===== src/rtl/mod_add_serial_if.sv =====
// mod_add_serial_if: operand/result handshake bundle for the serial modular adder.
// range_err exists only when MOD_ADD_RANGE_CHECK_EN is defined.
interface mod_add_serial_if #(
    parameter int WIDTH = 64
);
    logic             in_valid;
    logic             in_ready;
    logic [WIDTH-1:0] A;
    logic [WIDTH-1:0] B;
    logic [WIDTH-1:0] N;
    logic             out_valid;
    logic             out_ready;
    logic [WIDTH-1:0] R;
`ifdef MOD_ADD_RANGE_CHECK_EN
    logic             range_err;
`endif

    modport master (
        output in_valid, A, B, N, out_ready,
        input  in_ready, out_valid, R
`ifdef MOD_ADD_RANGE_CHECK_EN
        , input range_err
`endif
    );

    modport slave (
        input  in_valid, A, B, N, out_ready,
        output in_ready, out_valid, R
`ifdef MOD_ADD_RANGE_CHECK_EN
        , output range_err
`endif
    );
endinterface


===== src/rtl/mod_add_serial.sv =====
// mod_add_serial: digit-serial R = (A + B) mod N, sum and trial-subtract chains in parallel.
// Optional operand range flag under MOD_ADD_RANGE_CHECK_EN.
module mod_add_serial #(
    parameter int WIDTH = 64,
    parameter int DIGIT = 16
) (
    input  logic            clk,
    input  logic            rst_n,
    mod_add_serial_if.slave bus
);
    localparam int NDIG = WIDTH / DIGIT;
    localparam int CW = (NDIG > 1) ? $clog2(NDIG) : 1;
    localparam logic [CW-1:0] LAST = CW'(NDIG - 1);

    typedef enum logic [1:0] {IDLE, CALC, DONE} state_t;

    state_t           state_q, state_d;
    logic [CW-1:0]    cnt_q, cnt_d;
    logic [WIDTH-1:0] a_q, a_d;
    logic [WIDTH-1:0] b_q, b_d;
    logic [WIDTH-1:0] n_q, n_d;
    logic [WIDTH-1:0] s_q, s_d;
    logic [WIDTH-1:0] d_q, d_d;
    logic [WIDTH-1:0] r_q, r_d;
    logic             c_q, c_d;
    logic             bw_q, bw_d;
    logic [DIGIT:0]   sum_k;
    logic [DIGIT:0]   dif_k;
    logic [WIDTH-1:0] s_nx;
    logic [WIDTH-1:0] d_nx;

    assign sum_k = {1'b0, a_q[DIGIT-1:0]}
                 + {1'b0, b_q[DIGIT-1:0]}
                 + {{DIGIT{1'b0}}, c_q};
    assign dif_k = {1'b0, sum_k[DIGIT-1:0]}
                 - {1'b0, n_q[DIGIT-1:0]}
                 - {{DIGIT{1'b0}}, bw_q};

    // New digits enter at the MSB end so after NDIG shifts digit 0 sits at the LSB.
    assign s_nx = (s_q >> DIGIT)
                | (WIDTH'(sum_k[DIGIT-1:0]) << (WIDTH - DIGIT));
    assign d_nx = (d_q >> DIGIT)
                | (WIDTH'(dif_k[DIGIT-1:0]) << (WIDTH - DIGIT));

    assign bus.in_ready  = (state_q == IDLE);
    assign bus.out_valid = (state_q == DONE);
    assign bus.R         = r_q;

`ifdef MOD_ADD_RANGE_CHECK_EN
    logic rerr_q, rerr_d;
    assign bus.range_err = rerr_q & (state_q == DONE);
`endif

    always_comb begin
        state_d = state_q;
        cnt_d   = cnt_q;
        a_d     = a_q;
        b_d     = b_q;
        n_d     = n_q;
        s_d     = s_q;
        d_d     = d_q;
        r_d     = r_q;
        c_d     = c_q;
        bw_d    = bw_q;
`ifdef MOD_ADD_RANGE_CHECK_EN
        rerr_d  = rerr_q;
`endif
        unique case (state_q)
            IDLE: begin
                if (bus.in_valid) begin
                    a_d     = bus.A;
                    b_d     = bus.B;
                    n_d     = bus.N;
                    cnt_d   = '0;
                    c_d     = 1'b0;
                    bw_d    = 1'b0;
                    state_d = CALC;
`ifdef MOD_ADD_RANGE_CHECK_EN
                    rerr_d  = (bus.A >= bus.N) | (bus.B >= bus.N)
                            | (bus.N == '0);
`endif
                end
            end
            CALC: begin
                a_d  = a_q >> DIGIT;
                b_d  = b_q >> DIGIT;
                n_d  = n_q >> DIGIT;
                s_d  = s_nx;
                d_d  = d_nx;
                c_d  = sum_k[DIGIT];
                bw_d = dif_k[DIGIT];
                if (cnt_q == LAST) begin
                    cnt_d   = '0;
                    state_d = DONE;
                    // Reduce iff the WIDTH+1-bit sum reached N.
                    r_d     = (sum_k[DIGIT] | ~dif_k[DIGIT]) ? d_nx : s_nx;
                end else begin
                    cnt_d = cnt_q + 1'b1;
                end
            end
            DONE: begin
                if (bus.out_ready) state_d = IDLE;
            end
            default: state_d = IDLE;
        endcase
    end

    always_ff @(posedge clk) begin
        if (!rst_n) begin
            state_q <= IDLE;
            cnt_q   <= '0;
            a_q     <= '0;
            b_q     <= '0;
            n_q     <= '0;
            s_q     <= '0;
            d_q     <= '0;
            r_q     <= '0;
            c_q     <= 1'b0;
            bw_q    <= 1'b0;
`ifdef MOD_ADD_RANGE_CHECK_EN
            rerr_q  <= 1'b0;
`endif
        end else begin
            state_q <= state_d;
            cnt_q   <= cnt_d;
            a_q     <= a_d;
            b_q     <= b_d;
            n_q     <= n_d;
            s_q     <= s_d;
            d_q     <= d_d;
            r_q     <= r_d;
            c_q     <= c_d;
            bw_q    <= bw_d;
`ifdef MOD_ADD_RANGE_CHECK_EN
            rerr_q  <= rerr_d;
`endif
        end
    end
endmodule

===== src/flat_wrapper.sv =====
// flat-port wrapper written by rule: the top's interface ports become plain ports
module mod_add_serial_flat 
#(
    parameter int WIDTH = 64,
    parameter int DIGIT = 16
)
  (clk, rst_n, bus_in_valid, bus_A, bus_B, bus_N, bus_out_ready, bus_in_ready, bus_out_valid, bus_R);
  mod_add_serial_if #(.WIDTH(WIDTH)) bus_i ();
  input  logic clk;
  input  logic rst_n;
  input wire logic [$bits(bus_i.in_valid)-1:0] bus_in_valid;
  input wire logic [$bits(bus_i.A)-1:0] bus_A;
  input wire logic [$bits(bus_i.B)-1:0] bus_B;
  input wire logic [$bits(bus_i.N)-1:0] bus_N;
  input wire logic [$bits(bus_i.out_ready)-1:0] bus_out_ready;
  output wire logic [$bits(bus_i.in_ready)-1:0] bus_in_ready;
  output wire logic [$bits(bus_i.out_valid)-1:0] bus_out_valid;
  output wire logic [$bits(bus_i.R)-1:0] bus_R;
  assign bus_i.in_valid = bus_in_valid;
  assign bus_i.A = bus_A;
  assign bus_i.B = bus_B;
  assign bus_i.N = bus_N;
  assign bus_i.out_ready = bus_out_ready;
  assign bus_in_ready = bus_i.in_ready;
  assign bus_out_valid = bus_i.out_valid;
  assign bus_R = bus_i.R;
  mod_add_serial #(.WIDTH(WIDTH), .DIGIT(DIGIT)) u_core (.clk(clk), .rst_n(rst_n), .bus(bus_i));
endmodule

===== config.mk =====
export PLATFORM = sky130hd
export DESIGN_NAME = mod_add_serial_flat
export DESIGN_NICKNAME = d
export VERILOG_FILES = /design/src/rtl/mod_add_serial_if.sv /design/src/rtl/mod_add_serial.sv /design/src/flat_wrapper.sv
export SDC_FILE = /design/constraint.sdc
export NUM_CORES = 1
export LEC_CHECK = 0
export CORE_UTILIZATION = 41
export DETAILED_ROUTE_END_ITERATION = 10
export GPL_TIMING_DRIVEN = 0
export SYNTH_ARGS = -nofsm -noshare
export SYNTH_HDL_FRONTEND = slang
export SYNTH_SLANG_ARGS = --single-unit

===== constraint.sdc =====
create_clock -name clk -period 11.9 [get_ports clk]
set_input_delay 2.38 -clock clk [delete_from_list [all_inputs] [get_ports clk]]
set_output_delay 2.38 -clock clk [all_outputs]
set_load 0.02 [all_outputs]

# --- Word-level counts from Yosys, hierarchy flattened ---
# Cells that the tools add are included.
op_classes:
  n_addsub: 5
  eq_ne: 6
  mux: 17
  n_bitwise: 4
  reduce_logical: 5
op_table:
  columns: ["operator", "n"]
  rows:
  - ["$pmux W64 S2", 3]
  - ["$mux W64", 4]
  - ["$or A48 B64 Y64", 2]
  - ["$add A16 B16 Y17", 1]
  - ["$add A17 B1 Y17", 1]
  - ["$sub A16 B16 Y17", 1]
  - ["$sub A17 B1 Y17", 1]
  - ["$mux W2", 5]
  - ["$pmux W2 S3", 1]
  - ["$eq A2 B2 Y1 const B", 2]
  - ["$ne A2 B2 Y1 const B", 2]
  - ["$pmux W1 S2", 2]
  - ["$pmux W2 S2", 1]
  - ["$reduce_and A2 Y1", 2]
  - ["$reduce_and A3 Y1", 1]
  - ["$add A2 B1 Y2 const B", 1]
  - ["$eq A2 B1 Y1 const B", 1]
  - ["$logic_not A2 Y1", 1]
  - ["$ne A2 B1 Y1 const B", 1]
  - ["$reduce_bool A2 Y1", 1]
  - ["$mux W1", 1]
  - ["$not A1 Y1", 1]
  - ["$or A1 B1 Y1", 1]
totals:
  reg_bits: 390
  elab_cells: 47

# --- Depth between registers and ports, before layout ---
# Gate-level depths: netlist of run 1.
depth:
  depth_word: 7
  mapped_depth: 21
  ltp_nobuf: 19

# --- Worst setup path before layout of run 1 ---
# No wires, ideal clock.
synth_path:
  kind: "flip-flop to flip-flop"
  startpoint: "register u_core.c_q"
  endpoint: "register u_core.r_q[59], in the netlist u_core.bus.R[59]"
  arrival_ns: 4.229
  required_time_ns: 11.778
  path_slack_ns: 7.549
  path_stages_with_launch: 22
  cell_sequence: "dfxtp_1 inv_1 fa_1 fa_1 nor2b_1 o31a_1 o21ai_0 o21ai_0 xor2_1 inv_1 ha_1 inv_1 ha_1 and4_1 a211oi_1 o2bb2ai_1 and3b_4 o21a_1 buf_4 buf_6 nor3_1 a311o_1"
synth_between:
  elab_chain_len: 6
  elab_cells_between_ends: 8
  classes_between: "3 x add/sub; 1 x mux; 4 x bitwise"
synth_rtl:
  columns: ["item", "line_no", "source"]
  rows:
  - ["start: declaration", "mod_add_serial.sv:25", "logic c_q, c_d;"]
  - ["start signal: assignment", "mod_add_serial.sv:118", "c_q <= 1'b0;"]
  - ["start signal: assignment", "mod_add_serial.sv:132", "c_q <= c_d;"]
  - ["$add A17 B1 Y17 (*)", "mod_add_serial.sv:34", "+ {{DIGIT{1'b0}}, c_q};"]
  - ["$sub A16 B16 Y17", "mod_add_serial.sv:36", "- {1'b0, n_q[DIGIT-1:0]}"]
  - ["$sub A17 B1 Y17", "mod_add_serial.sv:37", "- {{DIGIT{1'b0}}, bw_q};"]
  - ["$not A1 Y1", "mod_add_serial.sv:96", "r_d = (sum_k[DIGIT] | ~dif_k[DIGIT]) ? d_nx : s_nx;"]
  - ["$or A1 B1 Y1", "mod_add_serial.sv:96", null]
  - ["$mux W64 (*)", "mod_add_serial.sv:96", null]
  - ["end signal: assignment", "mod_add_serial.sv:131", "r_q <= r_d;"]
  - ["end: declaration", "mod_add_serial.sv:24", "logic [WIDTH-1:0] r_q, r_d;"]
# Mark *: on every way between the ends. The rest lies on a longest branch, timed or not.
# A chain may end at the register's enable or synchronous reset.

# --- Final worst setup path of run 1 ---
layout_path:
  startpoint: "register u_core.c_q"
  endpoint: "register u_core.r_q[14], in the netlist u_core.bus.R[14]"
layout_between:
  elab_chain_len: 6
layout_rtl:
  columns: ["item", "line_no"]
  rows:
  - ["$add A17 B1 Y17 (*)", "mod_add_serial.sv:34"]
  - ["$sub A16 B16 Y17", "mod_add_serial.sv:36"]
  - ["$sub A17 B1 Y17", "mod_add_serial.sv:37"]
  - ["$not A1 Y1", "mod_add_serial.sv:96"]
  - ["$or A1 B1 Y1 (*)", "mod_add_serial.sv:96"]
  - ["$mux W64 (*)", "mod_add_serial.sv:96"]
# Marked as above.

==> results.md, run 1 <==
* Status: finished, final reports clean
* Die area at 0.04184 mm^2
* Die Wd at 204.5 um
* Sw frac at 31.38%
* Sequential power share at 37.1%
* Post-synth top area cell: dfxtp_1
* Vias post-DR at 15950
* Setup Fix Bufs, Post-CTS at 0
* Worst EP required at 12360 ps
* Post-Synth Adder-Cell Area at 3.749%
* Most used flip-flop cell after synthesis: dfxtp_1
* Ys Warns at 0
* Die height at 204.5 um
* Clk network pwr share at 37.6%
* Synth top area share at 42.61%
* Initial Utilization at 41.95%
* Largest net degree at the start of global routing at 14
* Simple-gate area share of the yosys netlist at 19.59%
* Synth unique cells at 62
* First-pass GRT wire length at 88650 um
* R2R depth at 19
* Number of global-route vias before repair at 15850
* Synthesized cell area at 0.01682 mm^2
* Synth Instances at 2053
* Core area at 0.04010 mm^2
* DP Cell Count at 2839
* Most frequent cells after synthesis: 358 x dfxtp_1, 294 x nand2_1, 254 x a21oi_1
* Htree depth at 2
* Main area contributors after synthesis: dfxtp_1 43%, o221a_2 9.6%, a21oi_1 7.6%
* TritonCTS Sinks at 358
* Worst Path Arrival at 5990 ps
* Dpl hpwl at 44150 um
* CTS tree: done
* Post-route clock period utilization at 46.47%
* PwrDens at 168.3 mW/mm^2
* Internal at 2.491 mW
* Ys async rst share at 0%
* Max cap viols at 0
* Clock skew at 17.02 ps
* Longest Clk Path Bufs at 3
* Comb pwr share at 25.4%
* Crit. End Element: flop
* WL final at 56460 um
* Post-synthesis mux area share at 0.2455%
* Port Buf Inserts at 261
* DRT iter0 DRCs at 1046
* Design area at 0.02158 mm^2
* Hold Slack at 454.3 ps
* WL/cell at 19.38 um
* Min-Delay Path Class: flop to flop
* 1st-pass router iterations at 5
* FF+latch count, synth at 358
* Fraction of layout instances using a drive strength above 1 at 9.891%
* Total grt overflow at 0
* Sequential cell area at 0.007167 mm^2
* Cts-stage hold buffer count at 0
* Total track usage at 27.17%
* Slew headroom at 10.07%
* # DRC at 0
* Num rows at 73
* Nets@finish at 2601
* Slew Viols, Final at 0
* Worst Setup Start Kind: flop
* Layout fillers at 3819
* Clk_lat worst skew at 550 ps
* Final design utilization at 53.81%
* Number of synthesized flops with an enable pin at 0
* Main combinational cell family by area after synthesis: compound AO/OA/AOI/OAI gates
* LEAKAGE at 8.099 nW
* Setup TNS at 0 ps
* Antenna violations before repair at 4
* Register area share after synthesis at 42.61%
* DP Area at 0.02009 mm^2
* Compound-Gate Fraction of Synth Area at 27.49%
* Inserted Clock Buffers at 41
* Worst-Margin Slew at 1332 ps
* Post-CTS Resized at 0
* Fin. Hold Viols at 0
* # IOs at 262
* Crit Path Class: flop to flop
* Setup Viol. Count Final at 0
* Switching Power at 1.139 mW
* IR drop worst, VDD at 0.1024 mV
* Xor and xnor area share after synthesis at 0.9373%
* Synth Net Count at 2297
* Count leader, synth: dfxtp_1
* Drt via density at 5.477
* Area of the multi-input gates at 0.008748 mm^2
* Clock Root Buffer: clkbuf_16
* Reg clk slew, reported paths at 60 ps
* Fmax at 180.8 MHz
* Flop-to-flop setup slack at 6370 ps
* CP max FO at 10
* Syn Area/Cell at 8.193 um^2
* Unrepaired setup endpoints after global routing: no
* Gp weighted congestion at 0.9347
* Antenna-violating nets left at 0
* Layout Cells excl Fill at 2913
* Period minus WS final at 5530 ps
* WHS Path Cells at 2
* Area delta synth->final at 28.27%
-- routing by layer --
metal / GRT usage, % / share of wire, % / routed length (um)
met5: 0 / 0.051 / 29
met4: 8.822 / 3.0 / 1683
met3: 4.963 / 6.4 / 3618
met2: 44.86 / 46 / 25830
met1: 35.61 / 45 / 25300
-- worst max-delay path, stage by stage (launching register included) --
cell,delay (ps)
dfxtp_1,320
inv_1,60
fa_1,460
nor2b_1,170
o2111ai_1,180
nand3_1,170
nand2_1,90
o311ai_0,1110
inv_1,230
ha_1,360
inv_1,40
ha_1,330
a21o_1,200
a211oi_1,240
o2bb2ai_1,200
a21boi_2,150
o21ai_4,420
clkbuf_1,390
nand2_1,130
a31oi_1,180
-- worst paths after layout --
path / start / endpoint
worst min register to register: u_core.s_q[20]$_SDFFE_PN0P_ / u_core.s_q[20]$_SDFFE_PN0P_
worst max register to register: u_core.c_q$_SDFFE_PN0P_ / u_core.bus.R[14]$_SDFFE_PN0P_
worst min-delay path: u_core.s_q[20]$_SDFFE_PN0P_ / u_core.s_q[20]$_SDFFE_PN0P_
worst max-delay path: u_core.c_q$_SDFFE_PN0P_ / u_core.bus.R[14]$_SDFFE_PN0P_
-- cells in the final DEF, fill, tap and decap left out, drive strengths merged, types with 4 or more instances in the layout --
cell           instances
dfxtp                358
nand2                295
clkdlybuf4s50        261
a21oi                254
nor2                 229
clkbuf               219
nor2b                150
o221a                144
o21ai                 80
inv                   56
a31oi                 55
a22oi                 49
ha                    44
buf                   20
o21a                  16
nor3                  14
nand3                 12
a211oi                11
nand2b                10
xnor2                  9
xor2                   9
and3                   7
and2                   6
bufinv                 6
a2111o                 5
o31ai                  5
fa                     4
a21boi                 4
clkinv                 4
a311oi                 4
-- power groups by stage --
stage | Clock [mW] | Combinational [mW] | Sequential (mW)
finish | 1.36 | 0.921 | 1.35
global route | 1.43 | 1.02 | 1.35
CTS | 1.38 | 0.914 | 1.34
detailed placement | 0 | 0.910 | 1.37
global placement | 0 | 0.898 | 1.37
floorplan | 0 | 0.618 | 1.34
-- cell type report --
class                           instances  area share (%)
Multi-Input combinational cell       1460           40.55
Sequential cell                       358           33.22
Timing Repair Buffer                  261           12.11
Clock buffer                           58           5.660
Buffer                                181           3.253
Tap cell                              525           3.045
Clock inverter                         14           1.206
Inverter                               54          0.9395
Antenna cell                            2         0.02320
-- logic make-up after synthesis --
kind of cell / Yosys count
compound gates: 653
fa+ha+maj: 48
simple gates: 737
flops: 358
mux: 4
xor+xnor: 18
buf+inv: 235
-- metrics by stage --
| stage | worst slack [ps] | power (mW) |
|---|---|---|
| 3_3_place_gp | 6543 | 2.265 |
| 2_1_floorplan | 7549 | 1.958 |
| 3_5_place_dp | 6464 | 2.279 |
| 6_report | 6370 | 3.631 |
| 4_1_cts | 6420 | 3.637 |
| 5_1_grt | 6046 | 3.798 |
-- flip-flops by register name, indices dropped and copies added (netlist names) --
signal	flops
u_core.cnt_q	2
u_core.b_q	64
u_core.a_q	64
u_core.bw_q	1
u_core.c_q	1
u_core.n_q	64
u_core.bus.R	64
u_core.s_q	48
u_core.d_q	48
u_core.state_q	2
(Power assumes the default switching activity.)
==> inputs of run 2 (changes only) <==
--- a/config.mk
+++ b/config.mk
@@ -8,6 +8,7 @@
 export CORE_UTILIZATION = 41
 export DETAILED_ROUTE_END_ITERATION = 10
 export GPL_TIMING_DRIVEN = 0
+export PLACE_DENSITY = 0.66
 export SYNTH_ARGS = -nofsm -noshare
 export SYNTH_HDL_FRONTEND = slang
 export SYNTH_SLANG_ARGS = --single-unit
==> constraint.sdc (replaced) <==
create_clock -name clk -period 4.99 [get_ports clk]
set_input_delay 0.998 -clock clk [delete_from_list [all_inputs] [get_ports clk]]
set_output_delay 0.998 -clock clk [all_outputs]
set_load 0.02 [all_outputs]
==> results.md, run 2 (synthesis gave the netlist of run 1 again) <==
* Htree depth at 2 (unchanged)
* Crit. End Element: flop (unchanged)
* Worst EP required at 5430 ps (was 12360 ps)
* N_diodes at 0 (was 2)
* Clock skew at 30.75 ps (was 17.02 ps)
* Cts-stage hold buffer count at 0 (unchanged)
* Unrepaired setup endpoints after global routing: no (unchanged)
* DP Area at 0.02009 mm^2 (about the same)
* DP Cell Count at 2840 (was 2839)
* Die area at 0.04184 mm^2 (unchanged)
* Status: finished, final reports clean (unchanged)
* Min-Delay Path Class: flop to flop (unchanged)
* Worst Path Arrival at 5250 ps (was 5990 ps)
* Die height at 204.5 um (unchanged)
* Setup Viol. Count Final at 0 (unchanged)
* LEAKAGE at 8.132 nW (was 8.099 nW)
* Crit-path most repeated cell: inv_1 (unchanged)
* Gp weighted congestion at 0.9200 (was 0.9347)
* IR drop worst, VDD at 0.2387 mV (was 0.1024 mV)
* Worst Setup Start Kind: flop (unchanged)
* Fmax at 207.8 MHz (was 180.8 MHz)
* Post-route clock period utilization at 96.43% (was 46.47%)
* CP peak stage delay at 440 ps (was 1110 ps)
* TritonCTS Sinks at 358 (unchanged)
* Clk_lat worst skew at 550 ps (about the same)
* Switching Power at 2.722 mW (was 1.139 mW)
* WL/cell at 18.90 um (was 19.38 um)
* Design area at 0.02163 mm^2 (was 0.02158 mm^2)
* Clk network pwr share at 34.5% (was 37.6%)
* Most common cell after layout, fill and taps aside: dfxtp_1 (unchanged)
* Fin. Hold Viols at 0 (unchanged)
* Drt via density at 5.497 (was 5.477)
* PwrDens at 391.8 mW/mm^2 (was 168.3 mW/mm^2)
* Slew Viols, Final at 0 (unchanged)
* Critical path buffer and inverter count at 6 (was 4)
* Total grt overflow at 0 (unchanged)
* Sequential power share at 37.8% (was 37.1%)
* Crit Path Class: flop to flop (unchanged)
* Internal at 5.755 mW (was 2.491 mW)
* Vias post-DR at 16070 (was 15950)
* CP max FO at 10 (unchanged)
* Slew headroom at 25.88% (was 10.07%)
* Reg clk slew, reported paths at 60 ps (about the same)
* Initial Utilization at 41.95% (unchanged)
* Sw frac at 32.11% (was 31.38%)
* Dpl hpwl at 43170 um (was 44150 um)
* 1st-pass router iterations at 6 (was 5)
* Layout Cells excl Fill at 2923 (was 2913)
* Slowest cell on crit path: fa_1 (was o311ai_0)
* # IOs at 262 (unchanged)
* WL final at 55230 um (was 56460 um)
* Total track usage at 26.36% (was 27.17%)
* Clock Root Buffer: clkbuf_16 (unchanged)
* Fraction of layout instances using a drive strength above 1 at 11.01% (was 9.891%)
* Antenna-violating nets left at 0 (unchanged)
* Max cap viols at 0 (unchanged)
* Worst-Margin Slew at 1108 ps (was 1332 ps)
* Number of global-route vias before repair at 15560 (was 15850)
* Die Wd at 204.5 um (unchanged)
* Inserted Clock Buffers at 40 (was 41)
* Commonest non-fill, non-tap cells in the layout: 357 x dfxtp_1, 294 x nand2_1, 261 x clkdlybuf4s50_1, 252 x a21oi_1, 229 x nor2_1 (was 358 x dfxtp_1, 294 x nand2_1, 261 x clkdlybuf4s50_1, 254 x a21oi_1, 229 x nor2_1)
* CTS tree: done (unchanged)
* Largest net degree at the start of global routing at 14 (unchanged)
* Comb pwr share at 27.7% (was 25.4%)
* # DRC at 0 (unchanged)
* Hold Slack at 454.0 ps (was 454.3 ps)
* Num rows at 73 (unchanged)
* First-pass GRT wire length at 86310 um (was 88650 um)
* Crit path max-delay family: adder cells (was compound AO/OA/AOI/OAI gates)
* Period minus WS final at 4812 ps (was 5530 ps)
* Antenna violations before repair at 1 (was 4)
* Longest Clk Path Bufs at 3 (unchanged)
* Port Buf Inserts at 261 (unchanged)
* DRT iter0 DRCs at 1326 (was 1046)
* Core area at 0.04010 mm^2 (unchanged)
* Area delta synth->final at 28.62% (was 28.27%)
* Worst-path cell chain: inv_1 -> fa_1 -> fa_2 -> nor2b_2 -> o31a_1 -> o21ai_2 -> o21ai_2 -> xor2_2 -> buf_4 -> inv_1 -> ha_1 -> inv_1 -> ha_1 -> and4_1 -> a211oi_2 -> o2bb2ai_2 -> and3b_4 -> o21a_1 -> buf_6 -> buf_8 -> nor3_1 -> a311o_1 (was inv_1 -> fa_1 -> nor2b_1 -> o2111ai_1 -> nand3_1 -> nand2_1 -> o311ai_0 -> inv_1 -> ha_1 -> inv_1 -> ha_1 -> a21o_1 -> a211oi_1 -> o2bb2ai_1 -> a21boi_2 -> o21ai_4 -> clkbuf_1 -> nand2_1 -> a31oi_1)
* Nets@finish at 2612 (was 2601)
==> run 2: changes by cell type in the layout (fill, tap and decap cells not counted), sizes merged <==
cell      delta
diode        -2
clkinv       +4
clkbuf       +4
o21ai        +1
bufinv       -4
clkinvlp     -1
buf          +8
==> run 2: layer usage <==
layer,share of wire (%),global-route usage [%]
met1,44,34.21
met5,0.024,0
met4,3.1,8.369
met3,6.5,4.661
met2,46,44.14
==> run 2: worst min-delay path: stages (launching register included) <==
cell	delay, ps
dfxtp_1	310
nand2_1	50
a21oi_1	50
==> run 2: area by class of cell <==
cell class	instances	area (um^2)
plain buffers	181	726.9
clock buffers	59	1174
clock inverters	13	136.4
fillers	3745	18460
inverters	54	202.7
multi-input cells	1461	8852
flip-flops and latches	358	7168
well taps	525	656.9
repair buffers	272	2718
==> run 2: stage by stage <==
stage	setup WS (ps)	power (mW)	setup TNS [ps]	utilization (%)
after floorplan	639.0	4.670	0	-
after global placement	-622.2	5.377	-35580	50.10
after detailed placement	-423.5	5.421	-20880	50.11
after CTS	-1.487	8.381	-1.487	53.61
after global routing	12.27	8.868	0	53.96
final	178.0	8.477	0	53.96
==> run 2: what timing repair did <==
| item | 4_1_cts | 5_1_grt |
|---|---|---|
| setup endpoints to repair | 65 | 66 |
| setup buffers | 3 | 7 |
| gates cloned | 1 | 0 |
| pin swaps | 5 | 7 |
| gates resized for setup | 16 | 18 |
==> run 2: power groups by stage <==
stage / combinational (mW) / sequential [mW] / clock [mW]
after floorplan: 1.47 / 3.20 / 0
after global placement: 2.12 / 3.26 / 0
after detailed placement: 2.16 / 3.26 / 0
after CTS: 2.23 / 3.20 / 2.95
after global routing: 2.56 / 3.23 / 3.08
final: 2.35 / 3.21 / 2.92
==> run 2: worst paths after layout <==
| kind | startpoint | endpoint | slack [ps] | depth (start not counted) |
|---|---|---|---|---|
| setup / recovery | u_core.b_q[0]$_SDFFE_PN0P_ | u_core.bus.R[59]$_SDFFE_PN0P_ | 180 | 22 |
| hold / removal | u_core.d_q[18]$_SDFFE_PN0P_ | u_core.d_q[18]$_SDFFE_PN0P_ | 450 | 2 |
| setup reg to reg | u_core.b_q[0]$_SDFFE_PN0P_ | u_core.bus.R[59]$_SDFFE_PN0P_ | 180 | 22 |
| hold reg to reg | u_core.d_q[18]$_SDFFE_PN0P_ | u_core.d_q[18]$_SDFFE_PN0P_ | 450 | 2 |
==> inputs of run 3 (changes only) <==
--- a/config.mk
+++ b/config.mk
@@ -9,6 +9,7 @@
 export DETAILED_ROUTE_END_ITERATION = 10
 export GPL_TIMING_DRIVEN = 0
 export PLACE_DENSITY = 0.66
+export SLEW_MARGIN = 20
 export SYNTH_ARGS = -nofsm -noshare
 export SYNTH_HDL_FRONTEND = slang
 export SYNTH_SLANG_ARGS = --single-unit
==> results of run 3 <==
No change in the layout: final DEF, timing and power equal those of run 2.
